### src/rtl/seg_display_mux_n_pkg.sv
// Shared seven-segment definitions: active-low hex font, dark pattern and decoder.
package display_pkg;

  localparam logic [6:0] SEG_OFF = 7'h7F;

  // {g,f,e,d,c,b,a}, active low, indexed by hex value
  localparam logic [6:0] SEG_FONT [0:15] = '{
    7'h40, 7'h79, 7'h24, 7'h30, 7'h19, 7'h12, 7'h02, 7'h78,
    7'h00, 7'h10, 7'h08, 7'h03, 7'h46, 7'h21, 7'h06, 7'h0E
  };

  function automatic logic [6:0] hex_to_seg(input logic [3:0] i_val);
    return SEG_FONT[i_val];
  endfunction

endpackage

### src/rtl/seg_display_mux_n_scan_timer.sv
// Digit-slot timer: slot counter, scan index and the one-clock dead-time flag.
module seg_scan_timer #(
  parameter int  NUM_DIGITS  = 4,
  parameter int  REFRESH_DIV = 25000,
  localparam int IDX_W       = $clog2(NUM_DIGITS),
  localparam int SLOT_W      = $clog2(REFRESH_DIV)
) (
  input  logic             clock,
  input  logic             reset_n,
  output logic [IDX_W-1:0] o_idx,
  output logic             o_dead
);

  logic [SLOT_W-1:0] r_slot;
  logic [IDX_W-1:0]  r_idx;
  logic              w_slot_wrap;
  logic              w_idx_wrap;

  assign w_slot_wrap = (r_slot == SLOT_W'(REFRESH_DIV - 1));
  assign w_idx_wrap  = (r_idx == IDX_W'(NUM_DIGITS - 1));

  always_ff @(posedge clock or negedge reset_n) begin
    if (!reset_n) begin
      r_slot <= '0;
      r_idx  <= '0;
    end else if (w_slot_wrap) begin
      r_slot <= '0;
      r_idx  <= w_idx_wrap ? '0 : r_idx + 1'b1;
    end else begin
      r_slot <= r_slot + 1'b1;
    end
  end

  assign o_idx  = r_idx;
  // First clock of each slot is kept dark so the previous digit's segments never bleed over
  assign o_dead = (r_slot == '0);

endmodule

### src/rtl/seg_display_mux_n.sv
// Time-multiplexed common-anode hex display driver with blanking, decimal points,
// leading-zero suppression, 8-level brightness PWM and anti-ghosting dead time.
module seg_display_mux_n
  import display_pkg::*;
#(
  parameter int  NUM_DIGITS  = 4,
  parameter int  REFRESH_DIV = 25000,
  localparam int IDX_W       = $clog2(NUM_DIGITS)
) (
  input  logic                  clock,
  input  logic                  reset_n,
  input  logic [3:0]            din,
  input  logic [NUM_DIGITS-1:0] load_en,
  input  logic [NUM_DIGITS-1:0] dp_mask,
  input  logic [NUM_DIGITS-1:0] blank_mask,
  input  logic                  lzs,
  input  logic [2:0]            bright,
  output logic [NUM_DIGITS-1:0] an,
  output logic [6:0]            seg,
  output logic                  dp
);

  logic [3:0]            r_digit [NUM_DIGITS];
  logic [2:0]            r_pwm;
  logic [NUM_DIGITS-1:0] r_an;
  logic [6:0]            r_seg;
  logic                  r_dp;

  logic [IDX_W-1:0]      w_idx;
  logic                  w_dead;
  logic [NUM_DIGITS-1:0] w_supp;
  logic                  w_on;

  seg_scan_timer #(
    .NUM_DIGITS  (NUM_DIGITS),
    .REFRESH_DIV (REFRESH_DIV)
  ) u_timer (
    .clock   (clock),
    .reset_n (reset_n),
    .o_idx   (w_idx),
    .o_dead  (w_dead)
  );

  always_ff @(posedge clock or negedge reset_n) begin
    if (!reset_n) begin
      for (int i = 0; i < NUM_DIGITS; i++) r_digit[i] <= '0;
    end else begin
      for (int i = 0; i < NUM_DIGITS; i++) begin
        if (load_en[i]) r_digit[i] <= din;
      end
    end
  end

  always_ff @(posedge clock or negedge reset_n) begin
    if (!reset_n) r_pwm <= '0;
    else          r_pwm <= r_pwm + 1'b1;
  end

  // Walk from the most significant digit down; blanked digits never end the zero run
  always_comb begin
    logic v_seen_nz;
    v_seen_nz = 1'b0;
    w_supp    = '0;
    for (int k = NUM_DIGITS - 1; k >= 0; k--) begin
      w_supp[k] = lzs && (k != 0) && !v_seen_nz && (r_digit[k] == 4'h0);
      if ((r_digit[k] != 4'h0) && !blank_mask[k]) v_seen_nz = 1'b1;
    end
  end

  assign w_on = !w_dead && (r_pwm <= bright) && !blank_mask[w_idx] && !w_supp[w_idx];

  always_ff @(posedge clock or negedge reset_n) begin
    if (!reset_n) begin
      r_an  <= '1;
      r_seg <= SEG_OFF;
      r_dp  <= 1'b1;
    end else begin
      r_an  <= w_on ? ~(NUM_DIGITS'(1) << w_idx) : '1;
      r_seg <= hex_to_seg(r_digit[w_idx]);
      r_dp  <= ~dp_mask[w_idx];
    end
  end

  assign an  = r_an;
  assign seg = r_seg;
  assign dp  = r_dp;

endmodule

### config.mk
export PLATFORM = sky130hd
export DESIGN_NAME = seg_display_mux_n
export DESIGN_NICKNAME = d
export VERILOG_FILES = /design/src/rtl/seg_display_mux_n_pkg.sv /design/src/rtl/seg_display_mux_n_scan_timer.sv /design/src/rtl/seg_display_mux_n.sv
export SDC_FILE = /design/constraint.sdc
export NUM_CORES = 1
export LEC_CHECK = 0
export BUFFER_PORTS_ARGS = -buffer_cell sky130_fd_sc_hd__buf_2
export CAP_MARGIN = 20
export CORE_MARGIN = 3
export CORE_UTILIZATION = 42
export DETAILED_ROUTE_END_ITERATION = 7
export GPL_ROUTABILITY_DRIVEN = 0
export PLACE_DENSITY = 0.6
export SYNTH_ARGS = -nofsm -noshare
export SYNTH_HDL_FRONTEND = slang
export SYNTH_SLANG_ARGS = --single-unit
export TNS_END_PERCENT = 1
### constraint.sdc
create_clock -name clock -period 2.2 [get_ports clock]
set_clock_uncertainty 0.15 [all_clocks]
set_input_delay 0.22 -clock clock [delete_from_list [all_inputs] [get_ports clock]]
set_output_delay 0.22 -clock clock [all_outputs]
set_load 0.01 [all_outputs]
======== After elaboration in Yosys (flattened, before gate mapping) ========
Memory sizes are Yosys's and may differ from the RTL's. A register that Yosys moved wholly into a read port is not among the register bits.
Index checks and enable logic that the tools add are counted.
cells by class
  $add $sub $neg .......................... 3
  magnitude comparators ................... 3
  equal/unequal tests ..................... 2
  shift-type cells ........................ 1
  multiplexer cells ....................... 14
  bitwise logic cells ..................... 4
  reductions and logical operators ........ 24
operator list
  kind                     count
  $add A15 B1 Y15 const B  1
  $eq A15 B15 Y1 const B   1
  $logic_not A15 Y1        1
  $mux W15                 1
  $logic_not A4 Y1         3
  $mux W4                  3
  $logic_and A1 B1 Y1      10
  $bmux W4 S2              1
  $logic_not A1 Y1         8
  $reduce_bool A4 Y1       2
  $bmux W1 S2              3
  $mux W1                  5
  $not A4 Y5               1
  $not A4 Y4               1
  $shl A1 B2 Y4 const A    1
  $add A3 B1 Y3 const B    1
  $ge A3 B3 Y1 const B     1
  $le A3 B3 Y1             1
  $lt A2 B3 Y1 const B     1
  $not A2 Y3               1
  $add A2 B1 Y2 const B    1
  $eq A2 B2 Y1 const B     1
  $mux W2                  1
  $not A1 Y1               1
word-level totals
  flip-flop bits (word level) ............. 41
  bits in read-only memories .............. 112
  input bits .............................. 22
  output and inout bits ................... 12
  word-level logic and storage cells ...... 61
  memories ................................ 1
memories
  name              depth  width  rd ports  clocked after Yosys merged registers in  wr ports  RTL line                     source
  (name not given)  16     7      1         1                                        0         seg_display_mux_n_pkg.sv:13  return SEG_FONT[i_val];

======== Depth between registers and ports, before layout ========
  depth after elaboration ................. 12
  depth in mapped cells ................... 7
  mapped depth without buffers ............ 6

======== By module ========
Synthesis repeated with hierarchy kept, for this count alone.
second synthesis, totals
  cells, all modules ...................... 191
  area total of the unflattened synthesis .. 2414.8 µm²
by module, submodules not included
  module             times used  cells an instance  area each (µm²)  sequential area each (µm²)
  seg_display_mux_n  1           115                1575.3           790.8
  seg_scan_timer     1           76                 839.6            425.4

======== Worst setup path before layout ========
OpenSTA, ideal clock, no wires.
  kind .................................... register -> register
  start ................................... register u_timer.r_idx[0], in the netlist u_timer.o_idx[0]
  end ..................................... register r_seg[0], in the netlist seg[0]
  setup time .............................. 0.091 ns
  data arrival time ....................... 1.669 ns
  required time ........................... 1.959 ns
  setup slack ............................. 0.290 ns
  cell stages (with the launch flop) ...... 7
  buffers on the path ..................... 1
  period minus slack after synthesis ...... 1.910 ns
  cells stage by stage .................... dfrtp_1 -> buf_6 -> mux4_2 -> inv_1 -> ha_1 -> inv_1 -> o31ai_1
between the ends
  cells in the longest elaborated chain, start to end .. 5
ends and longest elaborated chain
  item                                         RTL line                            source
  start: declaration                           seg_display_mux_n_scan_timer.sv:15  logic [IDX_W-1:0] r_idx;
  start signal: assignment                     seg_display_mux_n_scan_timer.sv:28  r_idx <= w_idx_wrap ? '0 : r_idx + 1'b1;
  $not A2 Y3 (not written as such)             seg_display_mux_n.sv:79             r_seg <= hex_to_seg(r_digit[w_idx]);
  $bmux W4 S2                                  seg_display_mux_n.sv:79
  $mux W4 (not written as such) (2 in series)  seg_display_mux_n.sv:79
  $not A4 Y5 (not written as such)             seg_display_mux_n_pkg.sv:13
  end: declaration                             seg_display_mux_n.sv:26             logic [6:0] r_seg;
Every way passes these cells. The select of a mux whose other input is x is not followed.
A chain may end at the register's enable or synchronous reset.

======== Final worst setup path ========
  start ................................... register u_timer.r_slot[12]
  end ..................................... register u_timer.r_slot[9]
between the ends
  cells in the longest elaborated chain, start to end .. 2
ends and longest elaborated chain
  item                      RTL line                            source
  start: declaration        seg_display_mux_n_scan_timer.sv:14  logic [SLOT_W-1:0] r_slot;
  start signal: assignment  seg_display_mux_n_scan_timer.sv:30  r_slot <= r_slot + 1'b1;
  $eq A15 B15 Y1            seg_display_mux_n_scan_timer.sv:19  assign w_slot_wrap = (r_slot == SLOT_W'(REFRESH_DIV - 1));
  $mux W15                  seg_display_mux_n_scan_timer.sv:26  end else if (w_slot_wrap) begin
Every way passes these cells.

==> results.yml <==
critical_path:
  reg2reg_to: "u_timer.r_slot[9]"
  timing.critical_path.slowest_stage_cell: "or4_4"
  setup.worst_path.start_class: "register"
  startpoint: "u_timer.r_slot[12]"
  ff_to_ff_setup_slack_ps: 160
  arrival_ps: 2090
  worst_path_max_fanout: 13
  cp_cell_sequence: "or4_4, nor4_4, buf_4, nor2_2, mux2_2"
  worstRegToRegCells: 5
  cpPeakStageDelay_ps: 570
  timing.critical_path.to: "u_timer.r_slot[9]"
  worstSetupEndpointType: "register"
  path_class: "register to register"
  crit-reg2reg-launch: "u_timer.r_slot[12]"
  cp_data_required_time_ps: 2250
clock_network:
  number_of_buffers_inserted_by_post_cts_setup_repair: 0
  root_buffer: "clkbuf_8"
  clock_path_buffers: 2
  clk_pin_slew_ps: 90
  clock_insertion_delay_worst_skew_ps: 310
  cts_tree: "yes"
  cts_inserted_buffers: 5
  cts.sinks: 48
  clock_tree.htree_level_count: 2
die:
  top_level_ports: 34
  floorplan.rows: 27
  total_die_area_mm2: 0.006744
  initial_core_util_pct: 43.66
  die_width_um: 82.12
  fp.dieH_um: 82.12
  core-area_mm2: 0.005574
detailed_routing:
  detail_route.wirelength_mm: 4.668
  vias: 1618
  dr.pass1.iters: 4
  drc: 0
  drt_first_iter_violations: 70
  post_drt_via_cell_ratio: 5.169
  routedWlPerCell_um: 14.91
  route.antenna.remaining_nets: 0
global_route:
  grt_pass1_wl_mm: 8.004
  grt_remaining_overflow: 0
  gr-max-usage-layer: "met2"
  pin_count_of_the_biggest_net_entering_global_routing: 49
  initial_antenna_violation_count: 0
  grt_usage_pct: 15.84
  grt.met1_usage_pct: 21.63
  global_route.usage.met3_pct: 3.688
  grt.met2_usage_pct: 24.80
  grt_pass1_vias: 1648
cells_and_area:
  area_taken_by_multi_input_logic_gates_mm2: 0.001136
  num_antenna_cells: 0
  stdcell_count: 313
  final_area_mm2: 0.002815
  post_route_cells_drive_above_1_share_pct: 36.51
  fillerInstances: 515
  num-nets-final: 278
  syn_to_final_growth_pct: 15.68
  sequential_cell_area_mm2: 0.001217
logic_synthesis:
  yosysWarningCount: 0
  postSynth.asyncResetShare_pct: 100.0
  synthesis.nets: 238
  syn_area_cell_um2: 12.17
  post-synth-top-area-fraction_pct: 37.02
  ys_seq_area_share_pct: 49.97
  library_cells_used_by_synthesis: 41
  syn_std_cell_area_mm2: 0.002434
  yosys_register_bits: 48
  synth_cells: 200
  number_of_enable_type_register_cells_in_the_synthesized_netlist: 0
  synth.area.top_cells: "dfrtp_1 (37%), dfstp_2 (13%), mux2_2 (8.8%), ha_1 (8.2%), mux4_2 (5.6%)"
  synth_largest_area_cell: "dfrtp_1"
  dominantRegCellSynth: "dfrtp_1"
sta:
  slew_hr_pct: 60.17
  unrepaired_setup_endpoints_after_global_routing: "false"
  worst_pin_slew_ps: 597.5
  hold_violations: 0
  fin_tns_setup_ps: 0
  timing.final.setup_violations: 0
  final_critical_path_share_of_the_clock_period_pct: 92.78
  timing.final.crit_period_ps: 2041
  max_freq_mhz: 489.9
  report.final.slew_viol_count: 0
min_path:
  hold_path_startpoint: "din[3]"
  hold_class: "input pin to register"
run_status:
  run_status: "finished, final reports clean"
pwr:
  power.density_cell_area_mw_per_mm2: 666.0
  totalPowerFinal_uw: 1875
  power_leakage_uw: 0.001246
  ir_drop_mv: 0.3613
place:
  placed_cell_area_mm2: 0.002683
  placed_cells_incl_taps: 304
  io_buffer_count: 33
  dpl.hpwl_mm: 3.407
job:
  maxCapViolCount: 0
worst min-delay path by stage:
stage                        endpoint  slack [ps]  cells past startpoint
finish                    r_digit[11]          30                      2
global route               r_digit[9]          30                      2
CTS                        r_digit[1]          30                      2
detailed placement  u_timer.r_slot[2]         200                      2
global placement    u_timer.r_slot[2]         210                      2
floorplan                  r_digit[0]        -230                      0
report_power, final:
| part | switching (uW) | total, uW | internal, uW |
|---|---|---|---|
| Sequential | 26.3 | 977 | 950 |
| Combinational | 110 | 217 | 107 |
| Clock | 309 | 681 | 372 |
| Total | 446 | 1870 | 1430 |
repair_timing:
| item | CTS | global route |
|---|---|---|
| endpoints found under the hold margin | 36 | 0 |
| gates resized for setup | 0 | 1 |
| hold buffers | 1 | 0 |
| endpoints found under the setup margin | 0 | 2 |
cell usage after synthesis, types with 2 or more instances:
cell type / number
dfstp_2: 12
inv_1: 12
a21oi_1: 2
mux2_2: 19
ha_1: 16
nor4_1: 2
buf_6: 2
dfrtp_1: 36
nand4_1: 8
nor2_1: 11
nand3_1: 8
xnor2_1: 5
nand2_1: 11
and2_1: 2
or4_1: 2
xor2_1: 7
o31ai_1: 2
nor3_1: 4
nor2b_1: 3
mux4_2: 6
o21a_1: 4
o21ai_0: 7
metrics by stage:
step	utilization, %	setup slack (ps)	hold slack (ps)
2_1_floorplan	-	290.3	-225.6
6_report	50.51	158.8	31.93
5_1_grt	50.51	54.56	28.36
4_1_cts	50.48	95.60	30.95
3_5_place_dp	48.13	116.3	202.6
3_3_place_gp	48.13	192.6	205.4
per-layer routing:
layer / vias to the layer above / share of wire [%]
met5: - / 0
met4: 0 / 1.2
met3: 4 / 3.6
met2: 27 / 49
met1: 795 / 46
li1: 792 / -
registers in the layout (all words and copies together), names as in the netlist:
signal / cells
u_timer.o_idx: 2
seg: 7
u_timer.r_slot: 15
r_digit: 16
dp: 1
r_pwm: 3
an: 4
layout by cell type, fill, tap and decap left out, types with 5 or more instances in the layout:
cell       n
mux4_2     6
o21ai_0    7
nand2_1   11
buf_2     33
xor2_1     7
clkbuf_8   6
dfstp_2   12
xnor2_1    5
dfrtp_1   35
mux2_2    19
inv_1     12
nand3_1    8
nor2_1    11
nand4_1    8
ha_1      16
layout make-up:
type	instances	area share, %
tap	72	3.200
timing repair buffer	38	7.289
inverter	12	1.600
clock buffer	6	2.933
sequential	48	43.24
clock inverter	2	1.378
multi-input combinational	135	40.36
critical path, delay by kind of cell, from the launching register on:
kind / cells / cell delay (ps)
and+or+nand+nor: 3 / 880
DFF: 1 / 430
muxes: 1 / 250
buffers and inverters: 1 / 210
cell families (layout without fill, tap and decap cells):
kind of cell    after synthesis  after routing  share of synthesized area, %
buf+inv                      17             58                         3.341
xor+xnor                     12             12                         4.319
fa+ha+maj                    16             16                         8.226
flops                        48             48                         49.97
mux                          25             25                         14.34
simple gates                 59             59                         13.42
compound gates               23             23                         6.376
No activity file was read; power rests on OpenSTA's default activity.
